==> src/rtl/serial_subtractor.sv <==
//------------------------------------------------------------------------------
// serial_subtractor
//   Bit-serial WIDTH-bit subtractor: {bout, d} = x - y - bin, LSB first.
//   Optional two's-complement overflow output enabled by SERIAL_SUB_OVF_EN.
// Revision: 1.0
//------------------------------------------------------------------------------
`default_nettype none

module serial_subtractor #(
    parameter int WIDTH = 4
) (
    input  logic             clk,
    input  logic             rst,
    input  logic             start,
    input  logic [WIDTH-1:0] x,
    input  logic [WIDTH-1:0] y,
    input  logic             bin,
    output logic             busy,
    output logic             done,
    output logic [WIDTH-1:0] d,
    output logic             bout
`ifdef SERIAL_SUB_OVF_EN
    ,
    output logic             ovf
`endif
);

    localparam int               CW     = (WIDTH > 2) ? $clog2(WIDTH) : 1;
    localparam logic [CW-1:0]    c_last = CW'(WIDTH - 1);

    typedef enum logic [1:0] {
        IDLE = 2'd0,
        RUN  = 2'd1,
        DONE = 2'd2
    } state_t;

    state_t           r_state;
    logic [CW-1:0]    r_cnt;
    logic [WIDTH-1:0] r_xs;
    logic [WIDTH-1:0] r_ys;
    logic [WIDTH-1:0] r_rs;
    logic             r_borrow;
`ifdef SERIAL_SUB_OVF_EN
    logic             r_x_msb;
    logic             r_y_msb;
`endif

    logic             w_a;
    logic             w_b;
    logic             w_diff;
    logic             w_borrow_nxt;
    logic [WIDTH-1:0] w_res_nxt;

    // One full-subtractor cell; the result enters at the MSB and shifts right.
    always_comb begin
        w_a          = r_xs[0];
        w_b          = r_ys[0];
        w_diff       = w_a ^ w_b ^ r_borrow;
        w_borrow_nxt = (~w_a & w_b) | (~w_a & r_borrow) | (w_b & r_borrow);
        w_res_nxt    = {w_diff, r_rs[WIDTH-1:1]};
    end

    always_ff @(posedge clk or posedge rst) begin
        if (rst) begin
            r_state  <= IDLE;
            r_cnt    <= '0;
            r_xs     <= '0;
            r_ys     <= '0;
            r_rs     <= '0;
            r_borrow <= 1'b0;
            busy     <= 1'b0;
            done     <= 1'b0;
            d        <= '0;
            bout     <= 1'b0;
`ifdef SERIAL_SUB_OVF_EN
            r_x_msb  <= 1'b0;
            r_y_msb  <= 1'b0;
            ovf      <= 1'b0;
`endif
        end else begin
            case (r_state)
                IDLE: begin
                    done <= 1'b0;
                    if (start) begin
                        r_xs     <= x;
                        r_ys     <= y;
                        r_rs     <= '0;
                        r_borrow <= bin;
                        r_cnt    <= '0;
                        busy     <= 1'b1;
                        r_state  <= RUN;
`ifdef SERIAL_SUB_OVF_EN
                        r_x_msb  <= x[WIDTH-1];
                        r_y_msb  <= y[WIDTH-1];
`endif
                    end
                end

                RUN: begin
                    r_xs     <= r_xs >> 1;
                    r_ys     <= r_ys >> 1;
                    r_rs     <= w_res_nxt;
                    r_borrow <= w_borrow_nxt;
                    r_cnt    <= r_cnt + CW'(1);
                    // d/bout keep the previous result until the final bit lands.
                    if (r_cnt == c_last) begin
                        r_state <= DONE;
                        done    <= 1'b1;
                        d       <= w_res_nxt;
                        bout    <= w_borrow_nxt;
`ifdef SERIAL_SUB_OVF_EN
                        ovf     <= (r_x_msb != r_y_msb) && (w_diff != r_x_msb);
`endif
                    end
                end

                DONE: begin
                    done    <= 1'b0;
                    busy    <= 1'b0;
                    r_state <= IDLE;
                end

                default: begin
                    done    <= 1'b0;
                    busy    <= 1'b0;
                    r_state <= IDLE;
                end
            endcase
        end
    end

endmodule

`default_nettype wire
==> config.mk <==
export PLATFORM = sky130hd
export DESIGN_NAME = serial_subtractor
export DESIGN_NICKNAME = d
export VERILOG_FILES = /design/src/rtl/serial_subtractor.sv
export SDC_FILE = /design/constraint.sdc
export NUM_CORES = 1
export LEC_CHECK = 0
export ABC_AREA = 1
export CAP_MARGIN = 30
export CORE_MARGIN = 2
export CORE_UTILIZATION = 45
export DETAILED_ROUTE_END_ITERATION = 7
export GPL_TIMING_DRIVEN = 1
export PLACE_DENSITY = 0.69
export SLEW_MARGIN = 20
export SYNTH_ARGS = -nofsm -noshare
export SYNTH_HDL_FRONTEND = slang
export SYNTH_SLANG_ARGS = --single-unit
==> constraint.sdc <==
create_clock -name clk -period 1.77 [get_ports clk]
set_clock_uncertainty 0.2 [all_clocks]
set_input_delay 0.354 -clock clk [delete_from_list [all_inputs] [get_ports clk]]
set_output_delay 0.354 -clock clk [all_outputs]
set_load 0.05 [all_outputs]
=== Word level (Yosys, flattened, before mapping) ===
Cells that the tools add are included.

* Mux-type cells: 17
* Reductions and logical operators: 6
* Add/sub/neg operators: 1
* Equal/unequal tests: 4
* Bitwise operators: 9

{| class="wikitable"
|+ Operators by type and width
! kind !! count
|-
| 4-bit one-hot mux with 2 select lines || 3
|-
| 4-bit 2-to-1 mux || 3
|-
| 2-bit one-hot mux with 2 select lines || 2
|-
| 2-bit AND reduction || 4
|-
| 2-bit 2-to-1 mux || 3
|-
| 1-bit 2-to-1 mux || 4
|-
| 2-bit != test, second input constant || 2
|-
| 1-bit one-hot mux with 2 select lines || 2
|-
| 1-bit AND || 3
|-
| 2-bit by 1-bit adder with 2-bit output, second input constant || 1
|-
| 2-bit by 1-bit == test with 1-bit output, second input constant || 1
|-
| 2-bit == test, second input constant || 1
|-
| 2-bit logical NOT || 1
|-
| 1-bit inverter || 2
|-
| 1-bit OR || 2
|-
| 2-bit nonzero test || 1
|-
| 1-bit XOR || 2
|}

* Input port bits: 12
* Register bits: 24
* Output and inout port bits: 7
* Word-level logic and storage cells: 47

=== Longest topological paths before layout ===
Gate-level depths: netlist of run 1.

* Depth in word-level cells: 5
* Gate-level depth with buffers: 7
* Gate-level depth less buffers: 6

=== Worst setup path after synthesis of run 1 ===
No wires, ideal clock.

* Path type: reg2reg
* Start: register r_xs[0]
* End: register r_borrow
* Arrival time: 1.041 ns
* Data required time: 1.453 ns
* Library setup time: 0.117 ns
* Period minus slack after synthesis: 1.358 ns
* Setup slack: 0.412 ns
* Stages on the path, launching flop included: 7
* Cells stage by stage: dfrtp_1 inv_1 fa_1 inv_1 nand3_1 nand3_1 nand2_1

* Longest elaborated chain between the ends: 5
* Elaborated cells between the ends (all ways): 6
* Classes of those cells: mux: 1; bitwise: 5

{| class="wikitable"
|+ Ends and longest elaborated chain
! item !! line !! RTL
|-
| from (decl) || 39 || <nowiki>logic [WIDTH-1:0] r_xs;</nowiki>
|-
| from (signal assigned) || 100 || <nowiki>r_xs <= r_xs >> 1;</nowiki>
|-
| 1-bit inverter (*) || 59 || <nowiki>w_borrow_nxt = (~w_a & w_b) | (~w_a & r_borrow) | (w_b & r_borrow);</nowiki>
|-
| 1-bit AND || 59 ||
|-
| 1-bit OR (*) (2 in a row) || 59 ||
|-
| via w_borrow_nxt || 51 || <nowiki>logic w_borrow_nxt;</nowiki>
|-
| 1-bit one-hot mux with 2 select lines (*) || 81 || <nowiki>case (r_state)</nowiki>
|-
| to (signal assigned) || 88 || <nowiki>r_borrow <= bin;</nowiki>
|-
| to (signal assigned) || 103 || <nowiki>r_borrow <= w_borrow_nxt;</nowiki>
|-
| to (decl) || 42 || <nowiki>logic r_borrow;</nowiki>
|}

The timed path passes the listed nets; every way through them passes the cells marked *.
A chain may end at the register's enable or synchronous reset.

=== Worst setup path in the final report of run 1 ===
* Start: register busy
* End: output busy

{| class="wikitable"
|+ RTL lines
! item !! line !! RTL
|-
| from (decl) || 18 || <nowiki>output logic busy,</nowiki>
|-
| from (signal assigned) || 71 || <nowiki>busy <= 1'b0;</nowiki>
|-
| from (signal assigned) || 90 || <nowiki>busy <= 1'b1;</nowiki>
|-
| from (signal assigned) || 119 || <nowiki>busy <= 1'b0;</nowiki>
|}

No word-level cell between the ends.

==> flow_metrics.env, run 1 <==
export IMPL_gr_total_overflow=0
export IMPL_avgSynthCellArea_um2=9.286
export IMPL_cts_hold_buf=0
export IMPL_whs_ns=0.1755
export IMPL_dieHeight_um=53.97
export IMPL_crit_arrival_ns=0.89
export IMPL_setup_viol=0
export IMPL_synth_fa_ha_area_share_pct=2.895
export IMPL_final_nets=155
export IMPL_cp_cell_sequence="buf_12"
export IMPL_rows=18
export IMPL_cts_path_max_buffers=2
export IMPL_tns_ns=0
export IMPL_hpwlAfterDp_um=1324
export IMPL_grt_setup_unrepaired="false"
export IMPL_core_mm2=0.002410
export IMPL_synthArstFlopShare_pct=100.0
export IMPL_crit_family="flip-flops"
export IMPL_start_kind="register"
export IMPL_synth_compound_area_share_pct=6.793
export IMPL_synth_simple_area_share_pct=27.62
export IMPL_hold_viol=0
export IMPL_dominantRegCellSynth="dfrtp_1"
export IMPL_cts_buffers=3
export IMPL_io_pins=19
export IMPL_dr_wl_met2_um=874
export IMPL_synth_distinct_cells=21
export IMPL_netlist_area_mm2=0.001124
export IMPL_clock_latency_ns=0.30
export IMPL_dieArea_mm2=0.002913
export IMPL_synth_edff_count=0
export IMPL_drt_pass1_iter_count=4
export IMPL_path_clk_slew_ns=0.12
export IMPL_synth_top_family_by_area="simple AND/OR/NAND/NOR gates"
export IMPL_totalWireLength_um=1872
export IMPL_grt_pass1_wl_um=3291
export IMPL_die_w_um=53.97
export IMPL_drive_gt1_share_pct=18.57
export IMPL_htree_levels=1
export IMPL_antenna_found_initial=0
export IMPL_grt_util_all_layers_pct=15.48
export IMPL_fin_crit_ns=1.447
export IMPL_fmax_mhz=691.0
export IMPL_cp_num_buf_inv=1
export IMPL_drt_met1_wl_um=896
export IMPL_endpoint_kind="primary output"
export IMPL_synth_warnings=0
export IMPL_leakage_nw=0.7026
export IMPL_ys_ff_latch=23
export IMPL_root_buffer="clkbuf_4"
export IMPL_post_route_drc_count=0
export IMPL_wl_per_cell_um=11.01
export IMPL_synth_mux_area_share_pct=0
export IMPL_antenna_left=0
export IMPL_cts_tree="yes"
export IMPL_power_density_mw_per_mm2=1868
export IMPL_crit_fanout=2
export IMPL_worst_pin_slew_ns=0.3637
export IMPL_first_iter_violations=12
export IMPL_vdd_ir_drop_max_uv=1063
export IMPL_hold_path_class="input pin to async pin"
export IMPL_final_common_cell="nand2_1"
export IMPL_cp_required_ns=1.22
export IMPL_first_global_vias=745
export IMPL_start_util_pct=46.63
export IMPL_dr_total_vias=828
export IMPL_cts_sinks=23
export IMPL_drv_slew=0
export IMPL_cts_resized=0
export IMPL_num_antenna_cells=0
export IMPL_port_buffers=18
export IMPL_post_route_period_util_pct=81.76
export IMPL_syn_nets=135
export IMPL_cts_setup_buffers=0
export IMPL_outcome="completed"
export IMPL_synthXorXnorAreaFrac_pct=0
export IMPL_grt_max_degree=24
export IMPL_met3_wirelength_um=81
export IMPL_via_per_inst=4.871
export IMPL_maxUsedRoutingLayer="met4"
export IMPL_synth_seq_area_share_pct=51.22
export IMPL_syn_inst=121
export IMPL_max_stage_delay_ns=0.43
export IMPL_synthToLayoutAreaGrowth_pct=24.16
export IMPL_slew_headroom_pct=75.75
export IMPL_worstSetupPathType="register to primary output"
export IMPL_place_congestion=0.7173
export IMPL_cp_slowest_cell="dfrtp_1"
export IMPL_layout_common_cells="29 x nand2_1, 23 x nand3_1, 23 x dfrtp_1, 17 x inv_1, 11 x clkdlybuf4s50_1"
export IMPL_cap_viol_max_count=0
==> per-layer routing <==
layer	vias to the layer above	global-route usage [%]
met5	-	0
met4	0	5.000
met3	4	2.500
met2	18	24.19
met1	385	21.95
li1	421	-
==> cell type report <==
class / instances / area, um^2
clock buffers: 4 / 26.28
fillers: 200 / 1015
flip-flops and latches: 23 / 575.6
inverters: 20 / 78.83
repair buffers: 19 / 257.7
well taps: 30 / 37.54
multi-input cells: 74 / 419.2
==> registers in the layout, summed over array words and instances (netlist names), 2 cells and up <==
name	count
r_xs	4
r_rs	3
r_ys	4
r_cnt	2
d	4
r_state	2
==> power by group <==
part | total (W) | internal (W) | switching, W
clock network | 0.000233 | 0.0000878 | 0.000145
logic | 0.00140 | 0.000589 | 0.000815
registers | 0.000969 | 0.000764 | 0.000205
total | 0.00261 | 0.00144 | 0.00117
==> metrics by stage <==
stage	utilization (%)	cells	cell area, um^2	setup WS (ns)	power [W]
6_report	57.89	170	1395	0.3229	0.002606
5_1_grt	57.89	170	1395	0.1745	0.002846
4_1_cts	57.89	170	1395	0.3053	0.002644
3_5_place_dp	56.80	166	1369	0.1284	0.002397
3_3_place_gp	56.80	166	1369	0.1580	0.002365
2_1_floorplan	-	121	1124	0.4119	0.001995
==> Yosys cell counts (2+ instances only) <==
| cell type | count | area (um^2) |
|---|---|---|
| inv_1 | 17 | 63.81 |
| dfrtp_1 | 23 | 575.6 |
| o21ai_2 | 6 | 52.55 |
| nand3_1 | 23 | 115.1 |
| o21ai_0 | 2 | 10.01 |
| nor2_1 | 4 | 15.01 |
| nand2_1 | 29 | 108.9 |
| nand2_4 | 3 | 33.78 |
| buf_6 | 2 | 22.52 |
==> path summary, 6_finish.rpt <==
check | startpoint | endpoint | slack (ns) | cells after the start
max in group asynchronous | rst | r_ys[0] | 0.97 | 3
worst max-delay path | busy | busy | 0.32 | 1
min in group clk | r_cnt[0] | r_cnt[0] | 0.30 | 1
worst min-delay path | rst | r_cnt[0] | 0.18 | 3
worst max register to register | r_xs[0] | r_borrow | 0.33 | 6
worst min register to register | r_cnt[0] | r_cnt[0] | 0.30 | 1
==> cells by family after synthesis <==
family | Yosys count
fa+ha+maj | 2
compound gates | 10
flops | 23
simple gates | 62
buf+inv | 24
Power figures use the tool's default switching activity.
==> run 2: changes to the inputs <==
PLACE_DENSITY = 0.72   (was 0.69)
clock period = 1.26 ns   (was 1.77 ns; I/O delays follow)
==> run 2 against run 1 <==
Effect of this change:
- sequential share of layout area decreased by 8.2 points
- register-to-register slack lost 0.42 ns
- final area rose by 25%
- the run now ends with setup timing left
- final cell count rose by 15%
- routed wire length is 41% higher
- via count up 16%
==> flow_metrics.env, run 2 (synthesis results as in run 1) <==
export IMPL_outcome="finished with violations"
export IMPL_violations="setup timing"
export IMPL_start_kind="register"
export IMPL_crit_fanout=2
export IMPL_dr_total_vias=962
export IMPL_layout_common_cells="25 x nand2_1, 21 x dfrtp_1, 17 x buf_4, 15 x inv_1, 14 x nand3_1"
export IMPL_max_stage_delay_ns=0.44
export IMPL_endpoint="d[0]"
export IMPL_fmax_mhz=728.6
export IMPL_cp_slowest_cell="dfrtp_1"
export IMPL_synthToLayoutAreaGrowth_pct=55.68
export IMPL_hpwlAfterDp_um=1490
export IMPL_core_mm2=0.002410
export IMPL_crit_arrival_ns=0.92
export IMPL_antenna_found_initial=0
export IMPL_drive_gt1_share_pct=43.64
export IMPL_start_util_pct=46.63
export IMPL_rows=18
export IMPL_root_buffer="clkbuf_4"
export IMPL_cts_hold_buf=0
export IMPL_hold_path_class="input pin to async pin"
export IMPL_final_nets=180
export IMPL_slew_headroom_pct=77.76
export IMPL_endpoint_kind="primary output"
export IMPL_drt_pass1_iter_count=4
export IMPL_worstSetupPathType="register to primary output"
export IMPL_grt_util_all_layers_pct=18.85
export IMPL_reg2reg_to="r_rs[3]"
export IMPL_top_regs="d x4, r_xs x4, r_ys x4"
export IMPL_dieHeight_um=53.97
export IMPL_dp_cells=175
export IMPL_wl_per_cell_um=13.52
export IMPL_cp_num_buf_inv=1
export IMPL_p_total_w=0.004773
export IMPL_cts_buffers=3
export IMPL_grt_setup_unrepaired="true"
export IMPL_cp_cell_sequence="buf_12"
export IMPL_leakage_nw=0.8581
export IMPL_via_per_inst=4.933
export IMPL_grt_pass1_wl_um=3905
export IMPL_r2r_setup_slack_ns=-0.09
export IMPL_rr_startpoint="r_xs[0]"
export IMPL_cts_path_max_buffers=2
export IMPL_clock_latency_ns=0.32
export IMPL_antenna_left=0
export IMPL_place_congestion=0.7110
export IMPL_die_w_um=53.97
export IMPL_gr_total_overflow=0
export IMPL_r2r_cells=3
export IMPL_final_common_cell="nand2_1"
export IMPL_cp_required_ns=0.81
export IMPL_power_density_mw_per_mm2=2729
export IMPL_vdd_ir_drop_max_uv=2187
export IMPL_totalWireLength_um=2637
export IMPL_port_buffers=18
export IMPL_cts_sinks=23
export IMPL_first_iter_violations=16
export IMPL_stdcell_count=195
export IMPL_io_pins=19
export IMPL_critPathLaunch="d[0]"
export IMPL_grt_max_degree=24
export IMPL_path_clk_slew_ns=0.12
export IMPL_worst_pin_slew_ns=0.3326
export IMPL_num_antenna_cells=0
export IMPL_drv_slew=0
export IMPL_first_global_vias=862
export IMPL_tns_ns=-1.065
export IMPL_cp_depth=1
export IMPL_utilization_pct=72.59
export IMPL_fillers=169
export IMPL_htree_levels=1
export IMPL_cts_tree="yes"
export IMPL_dieArea_mm2=0.002913
export IMPL_post_route_drc_count=0
export IMPL_fin_crit_ns=1.373
export IMPL_setup_viol=14
export IMPL_cap_viol_max_count=0
export IMPL_setup_slack_ns=-0.1126
export IMPL_crit_family="flip-flops"
export IMPL_post_route_period_util_pct=108.9
export IMPL_hold_viol=0
## run 2: through the flow
step | hold slack, ns | setup WS, ns | instance area (um^2)
after floorplan | 0.05392 | -0.06239 | 1131
after global placement | 0.2686 | -0.2470 | 1456
after detailed placement | 0.2966 | -0.3245 | 1456
after CTS | 0.04057 | -0.1185 | 1632
after global routing | 0.03948 | -0.1485 | 1749
final | 0.04082 | -0.1126 | 1749
## run 2: layout make-up
class	instances	area [um^2]	area share [%]
clock buffer	4	26.28	1.502
inverter	20	85.08	4.864
multi-input combinational	79	581.8	33.26
sequential	23	578.1	33.05
tap	30	37.54	2.146
timing repair buffer	39	440.4	25.18
## run 2: worst register-to-register path, delay by kind of cell (launching register included)
| family | cells | cell delay, ns |
|---|---|---|
| compound gates | 1 | 0.06 |
| fa+ha+maj | 1 | 0.57 |
| buf+inv | 1 | 0.05 |
| flops | 1 | 0.38 |
## run 2: worst min path at each step
stage,end,slack (ns),cells past startpoint
5_1_grt,r_cnt[0],0.04,3
3_3_place_gp,r_rs[1],0.27,2
2_1_floorplan,bout,0.05,1
4_1_cts,d[0],0.04,3
6_report,d[0],0.04,3
3_5_place_dp,r_xs[2],0.30,2
## run 2: layer usage
metal  global-route usage [%]  routed length [um]  vias to the layer above  share of wire (%)
met1                    24.65                1099                      455                 42
met5                        0                   0                        -                  0
li1                         -                   -                      473                  -
met3                    2.500                 105                        5                4.0
met4                    7.500                  34                        0                1.3
met2                    31.50                1397                       29                 53
## run 2: repair_timing
item,CTS,global route
pin swaps,11,5
hold endpoints to repair,0,0
setup endpoints to repair,20,26
cloned,2,3
setup buffers,6,5
resized for setup,16,12
## run 2: power breakdown
part           internal (W)  leakage [nW]  switching (W)
Sequential          0.00108         0.286       0.000296
Clock              0.000124        0.0150       0.000225
Combinational       0.00144         0.557        0.00161
Total               0.00265         0.858        0.00213
==> run 3: changes to the inputs <==
CORE_MARGIN = 5   (was 2)
==> run 3 against run 2 <==
Effect of this change:
- the run still ends with setup timing left
- non-clock buffer count is 1 lower
- worst setup slack got worse by 0.016 ns
- sequential share of layout area increased by 0.094 points
- die area is 23% higher
- maximum frequency shrank 1.2%
- sequential cell count unchanged
- clock-buffer cell count did not move
- final area down 0.50%
- hold slack got worse by 0.011 ns
- total power increased by 0.21%
- global-route usage shrank 3.6 points
- critical endpoint is now r_rs[3]
- largest power group unchanged
- highest routed layer unchanged
==> flow_metrics.env, run 3 (synthesis results as in run 1) <==
export IMPL_hold_viol=0
export IMPL_cts_tree="yes"
export IMPL_endpoint_kind="register"
export IMPL_vdd_ir_drop_max_uv=1832
export IMPL_synthToLayoutAreaGrowth_pct=54.90
export IMPL_port_buffers=18
export IMPL_hold_path_class="input pin to async pin"
export IMPL_setup_slack_ns=-0.1290
export IMPL_crit_family="adder cells"
export IMPL_crit_fanout=2
export IMPL_slew_headroom_pct=71.25
export IMPL_antenna_left=0
export IMPL_cp_slowest_cell="fa_2"
export IMPL_layout_common_cells="22 x nand2_1, 22 x dfrtp_1, 16 x nand3_1, 14 x inv_1, 14 x buf_4"
export IMPL_via_per_inst=5.052
export IMPL_rr_startpoint="r_borrow"
export IMPL_cp_cell_sequence="fa_2 -> o21ai_1"
export IMPL_io_pins=19
export IMPL_cts_sinks=23
export IMPL_num_antenna_cells=0
export IMPL_grt_setup_unrepaired="true"
export IMPL_hpwlAfterDp_um=1574
export IMPL_grt_pass1_wl_um=4195
export IMPL_cts_buffers=3
export IMPL_placed_area_mm2=0.001464
export IMPL_p_total_w=0.004783
export IMPL_seqPwrFrac_pct=28.6
export IMPL_place_congestion=0.7673
export IMPL_antenna_found_initial=0
export IMPL_gr_total_overflow=0
export IMPL_grt_max_degree=24
export IMPL_outcome="finished with violations"
export IMPL_first_iter_violations=14
export IMPL_totalWireLength_um=2745
export IMPL_fmax_mhz=719.9
export IMPL_root_buffer="clkbuf_4"
export IMPL_post_route_drc_count=0
export IMPL_intPower_w=0.002622
export IMPL_crit_arrival_ns=1.42
export IMPL_max_stage_delay_ns=0.59
export IMPL_die_w_um=59.97
export IMPL_seq_area_um2=576.8
export IMPL_first_global_vias=925
export IMPL_grt_util_all_layers_pct=15.30
export IMPL_violations="setup timing"
export IMPL_drive_gt1_share_pct=43.90
export IMPL_multi_input_area_um2=584.3
export IMPL_leakage_nw=0.8765
export IMPL_post_route_period_util_pct=110.2
export IMPL_start_util_pct=46.19
export IMPL_cap_viol_max_count=0
export IMPL_p_sw_share_pct=45.19
export IMPL_dieHeight_um=59.97
export IMPL_clock_latency_ns=0.33
export IMPL_cp_required_ns=1.29
export IMPL_start_kind="register"
export IMPL_rows=18
export IMPL_final_area_mm2=0.001740
export IMPL_core_mm2=0.002432
export IMPL_fillers=174
export IMPL_final_nets=179
export IMPL_path_clk_slew_ns=0.13
export IMPL_drv_slew=0
export IMPL_fin_crit_ns=1.389
export IMPL_power_density_mw_per_mm2=2748
export IMPL_drt_pass1_iter_count=4
export IMPL_p_switching_w=0.002161
export IMPL_top_regs="d x4, r_xs x4, r_ys x4"
export IMPL_dr_total_vias=980
export IMPL_combPwrFrac_pct=63.7
export IMPL_cts_path_max_buffers=2
export IMPL_wl_per_cell_um=14.15
export IMPL_worst_pin_slew_ns=0.4306
export IMPL_worstSetupPathType="register to register"
export IMPL_power_frac_clock_pct=7.7
export IMPL_critPathLaunch="r_borrow"
export IMPL_setup_viol=21
export IMPL_htree_levels=1
export IMPL_cp_num_buf_inv=0
export IMPL_cts_hold_buf=0
export IMPL_dieArea_mm2=0.003596
[run 3: cell type report]
type | count | area share (%)
Multi-Input combinational cell | 79 | 33.57
Inverter | 20 | 4.673
Tap cell | 30 | 2.157
Sequential cell | 23 | 33.14
Clock buffer | 4 | 1.510
Timing Repair Buffer | 38 | 24.95
[run 3: worst reg2reg max path, cell delays in order, from the launching register on]
cell	delay, ns
dfrtp_1	0.43
fa_2	0.59
o21ai_1	0.07
[run 3: worst paths after layout]
kind / endpoint / slack [ns] / cells past startpoint
worst max-delay path: r_rs[3] / -0.13 / 2
worst min-delay path: d[2] / 0.03 / 3
worst max register to register: r_rs[3] / -0.13 / 2
worst min register to register: r_ys[2] / 0.32 / 2
max in group asynchronous: r_state[0] / 0.67 / 3
min in group clk: r_ys[2] / 0.25 / 3
[run 3: power by group through the flow]
stage                     Combinational [W]  Clock [W]  Sequential [W]
after CTS                           0.00261   0.000354         0.00135
final                               0.00305   0.000367         0.00137
after global placement              0.00227          0         0.00135
after global routing                0.00328   0.000404         0.00142
after floorplan                     0.00125          0         0.00159
after detailed placement            0.00233          0         0.00136
[run 3: what timing repair did]
item                                    in CTS  in global routing
pin swaps                                    8                  8
endpoints found under the hold margin        0                  0
endpoints found under the setup margin      24                 29
resized for setup                           10                 23
gates cloned                                 1                  4
buffers inserted                             6                  3
[run 3: through the flow]
step	setup slack, ns	std cells	utilization, %	hold slack [ns]	TNS (ns)
detailed placement	-0.2783	176	60.19	0.2802	-3.586
global route	-0.1619	194	71.55	0.06238	-2.581
CTS	-0.1155	187	64.97	0.06440	-1.098
finish	-0.1290	194	71.55	0.02971	-1.408
global placement	-0.2502	176	60.19	0.2698	-3.158
floorplan	-0.06239	121	-	0.05392	-0.1842
[run 3: metal layers]
metal | wire, um | GRT usage (%) | part of all wire [%]
met4 | 40 | 4.747 | 1.5
met1 | 1118 | 21.04 | 41
met5 | 0 | 0 | 0
met2 | 1449 | 25.00 | 53
met3 | 138 | 1.944 | 5.0
==> variant 1: new RTL, settings of run 1 <==
Build with the macro `SERIAL_SUB_OVF_EN` defined.
--- a/src/rtl/serial_subtractor.sv
+++ b/src/rtl/serial_subtractor.sv
@@ -5,6 +5,8 @@
 // Revision: 1.0
 //------------------------------------------------------------------------------
 `default_nettype none
+
+`define SERIAL_SUB_OVF_EN
 
 module serial_subtractor #(
     parameter int WIDTH = 4
Formal check against the unedited RTL (old outputs only; new: ovf): equivalent (Yosys induction, for registers that start in step).
==> variant 1 against run 1 <==
Synthesized cell count increased by 12%. Via count increased by 8.6%. Sequential cell count increased by 3. Total power increased by 11%. Critical path depth increased by 5. Cell area increased by 8.3%. Combinational power increased by 9%. Largest power group unchanged. Non-clock buffer count increased by 4. Clock power increased by 27%. Sequential share of layout area increased by 1.8 points. Area after synthesis increased by 4.2%. Setup slack got worse by 0.12 ns. Die area increased by 3.9%. Wire length increased by 15%.
==> variant 1: results (changes against run 1) <==
| Metric | Value |
|---|---|
| Clock-pin transition on the worst setup and hold timing paths | `0.14 ns (+0.02 ns)` |
| Post-Place Cell Area | `1480 µm² (+7.8%)` |
| Sequential Power Share | `37.4% (+0.2 points)` |
| Avg Vias per Cell | `4.78 (-1.8%)` |
| Critical Path Max Stage Delay | `0.60 ns (+0.17 ns)` |
| Peak VDD IR | `0.00118 V (+11%)` |
| HP Class | `in -> async` |
| Placed cells | `184 (+11%)` |
| Detailed Route Iter0 Violations | `24 (+12)` |
| Most frequent cells after synthesis | `35 x nand2_1, 26 x dfrtp_1, 23 x nand3_1` |
| CP arrival | `1.59 ns (+0.70 ns)` |
| Critical path startpoint | `r_xs[0]` |
| WL met3 | `69 µm (-15%)` |
| CP max FO | `3 (+1)` |
| Post-synthesis sequential area ratio | `55.6% (+4.3 points)` |
| Area of the multi-input gates | `408 µm² (-2.7%)` |
| R2R Setup Slk | `0.20 ns (-0.13 ns)` |
| NonClk Buf Share | `19.9% (+1.4 points)` |
| Global Route met2 Usage | `29.0% (+4.8 points)` |
| Post-Syn Instances | `135 (+12%)` |
| Die width | `55.0 µm (+1.9%)` |
| Post-detail-place hpwl | `1620 µm (+22%)` |
| Final Power | `2.90 mW (+11%)` |
| Routed wire length per instance | `11.5 µm (+4.0%)` |
| RePlAce Congestion | `0.782 (+9.0%)` |
| Power Internal | `1.65 mW (+14%)` |
| Layout cell share with drive strength beyond 1 | `13.3% (-5.3 points)` |
| Leak Pwr | `0.769 nW (+9.5%)` |
| Met2 wire len | `1010 µm (+16%)` |
| FF+latch count | `26 (+13%)` |
| Dpl ws | `0.0390 ns (-0.0894 ns)` |
| Non-Filler Instances | `188 (+11%)` |
| Clock group power | `297 µW (+27%)` |
| Met3 Track Usage GR | `2.42% (-0.081 points)` |
| GRT Overall Usage | `17.2% (+1.7 points)` |
| Inverters, non-clock | `21 (+5.0%)` |
| Vias in the first global route | `825 (+11%)` |
| Fill count | `226 (+13%)` |
| Nets | `173 (+12%)` |
| Fraction of area in registers | `43.0% (+1.8 points)` |
| Outcome | `finished clean` |
| Routed met1 length | `1060 µm (+18%)` |
| R2R Path End | `ovf` |
| Slowest CP cell | `fa_1` |
| Synth unique cells | `17 (-19%)` |
==> variant 1: changes by cell type after synthesis, sizes merged <==
cell    delta
nand2      +5
clkinv     -1
nor2       +2
o21ai      +3
inv        +2
dfrtp      +3
==> variant 1: critical path, delay by kind of cell, from the launching register on <==
family                   cells  cell delay (ns)
AND/OR/NAND/NOR              5             0.24
adder cells (fa/ha/maj)      1             0.60
flip-flops                   1             0.43
==> variant 1: cell families after synthesis <==
logic type / synth area share, %
and+or+nand+nor: 26.5
DFF: 55.6
buffers and inverters: 9.61
adders and majority gates: 2.78
AOI/OAI and AO/OA: 5.55
==> variant 1: how the worst min path moves through the flow <==
stage | startpoint | to | slack [ns] | depth (start not counted)
global placement | r_cnt[0] | r_cnt[0] | 0.27 | 1
global route | rst | r_xs[3] | 0.23 | 3
CTS | rst | r_xs[3] | 0.19 | 3
detailed placement | r_cnt[0] | r_cnt[0] | 0.27 | 1
floorplan | rst | bout | 0.19 | 1
finish | rst | ovf | 0.18 | 3
==> variant 2: new RTL, settings of run 1 <==
Without the edit above. The 3 states of `state_t` get a one-hot encoding in 3 bits.
--- a/src/rtl/serial_subtractor.sv
+++ b/src/rtl/serial_subtractor.sv
@@ -28,10 +28,10 @@
     localparam int               CW     = (WIDTH > 2) ? $clog2(WIDTH) : 1;
     localparam logic [CW-1:0]    c_last = CW'(WIDTH - 1);
 
-    typedef enum logic [1:0] {
-        IDLE = 2'd0,
-        RUN  = 2'd1,
-        DONE = 2'd2
+    typedef enum logic [2:0] {
+        IDLE = 3'b001,
+        RUN  = 3'b010,
+        DONE = 3'b100
     } state_t;
 
     state_t           r_state;
Check against the original RTL: same outputs for any inputs over 10 cycles, from zero or initial values and one cycle with rst high; not proved beyond that.
==> variant 2 against run 1 <==
Area after synthesis down 0.11%. Core utilization up 2.4 points. Total power down 20%. Via count up 13%. Sequential cell count up 1. Wire length up 15%. Critical path depth up 4. Cell area up 4.1%. Setup slack worse by 0.13 ns. Largest power group unchanged. Sequential share of layout area up 0.17 points. Sequential power down 8.6%.
==> variant 2: results (changes against run 1) <==
| Metric | Value |
|---|---|
| Outcome | `finished clean` |
| NonClk Buf Share | `20.8% (+2.4 points)` |
| CP arrival | `1.59 ns (+0.70 ns)` |
| Leak Pwr | `0.724 nW (+3.1%)` |
| Most frequent cells after synthesis | `55 x nand2_1, 23 x dfrtp_1, 15 x nand3_1` |
| Inverters, non-clock | `10 (-50%)` |
| Multi-Input Combinational | `91 (+23%)` |
| Vias in the first global route | `858 (+15%)` |
| Layout cell share with drive strength beyond 1 | `16.2% (-2.3 points)` |
| RePlAce Congestion | `0.749 (+4.4%)` |
| Routed met1 length | `957 µm (+6.8%)` |
| Critical Path Max Stage Delay | `0.60 ns (+0.17 ns)` |
| Non-clock buffer count | `25 (+6)` |
| Post-Syn Instances | `130 (+7.4%)` |
| Layout clock area frac | `1.81% (-0.075 points)` |
| Skew-Pair Late Insertion Delay | `0.32 ns (+0.02 ns)` |
| Fraction of area in multi-input gates | `30.7% (+0.70 points)` |
| Avg Vias per Cell | `5.08 (+4.3%)` |
| GRT Overall Usage | `17.8% (+2.4 points)` |
| Met2 wire len | `1080 µm (+24%)` |
| Met1 Use GR | `24.5% (+2.6 points)` |
| Largest net degree at the start of global routing | `25 (+4.2%)` |
| Fill count | `197 (-1.5%)` |
| Slowest CP cell | `dfstp_2` |
| Post-synthesis sequential area ratio | `53.6% (+2.4 points)` |
| Netlist Area Pre-Place | `1120 µm² (-0.11%)` |
[variant 2: report_power, final]
part / switching, mW / internal (mW)
clock network: 0.160 / 0.0883
registers: 0.143 / 0.743
logic: 0.564 / 0.388
total: 0.867 / 1.22
[variant 2: worst register-to-register path, stage by stage, from the launching register on]
cell and delay [ns]:
dfstp_2 0.60, inv_2 0.10, nand3_4 0.18, nand2_1 0.22
nand2_1 0.12, nand2_1 0.06
[variant 2: final timing paths]
check / startpoint / endpoint / cells after the start
min: rst / r_rs[2] / 3
min in group clk: r_rs[1] / d[0] / 2
min reg2reg: r_rs[1] / d[0] / 2
max reg2reg: r_state[0] / r_xs[0] / 5
max in group asynchronous: rst / r_state[0] / 3
max: r_state[0] / r_xs[0] / 5
[variant 2: kinds of logic after synthesis]
group,share of synthesized area [%]
DFF,53.6
buffers and inverters,6.58
adders and majority gates,2.90
AOI/OAI and AO/OA,2.68
and+or+nand+nor,34.2
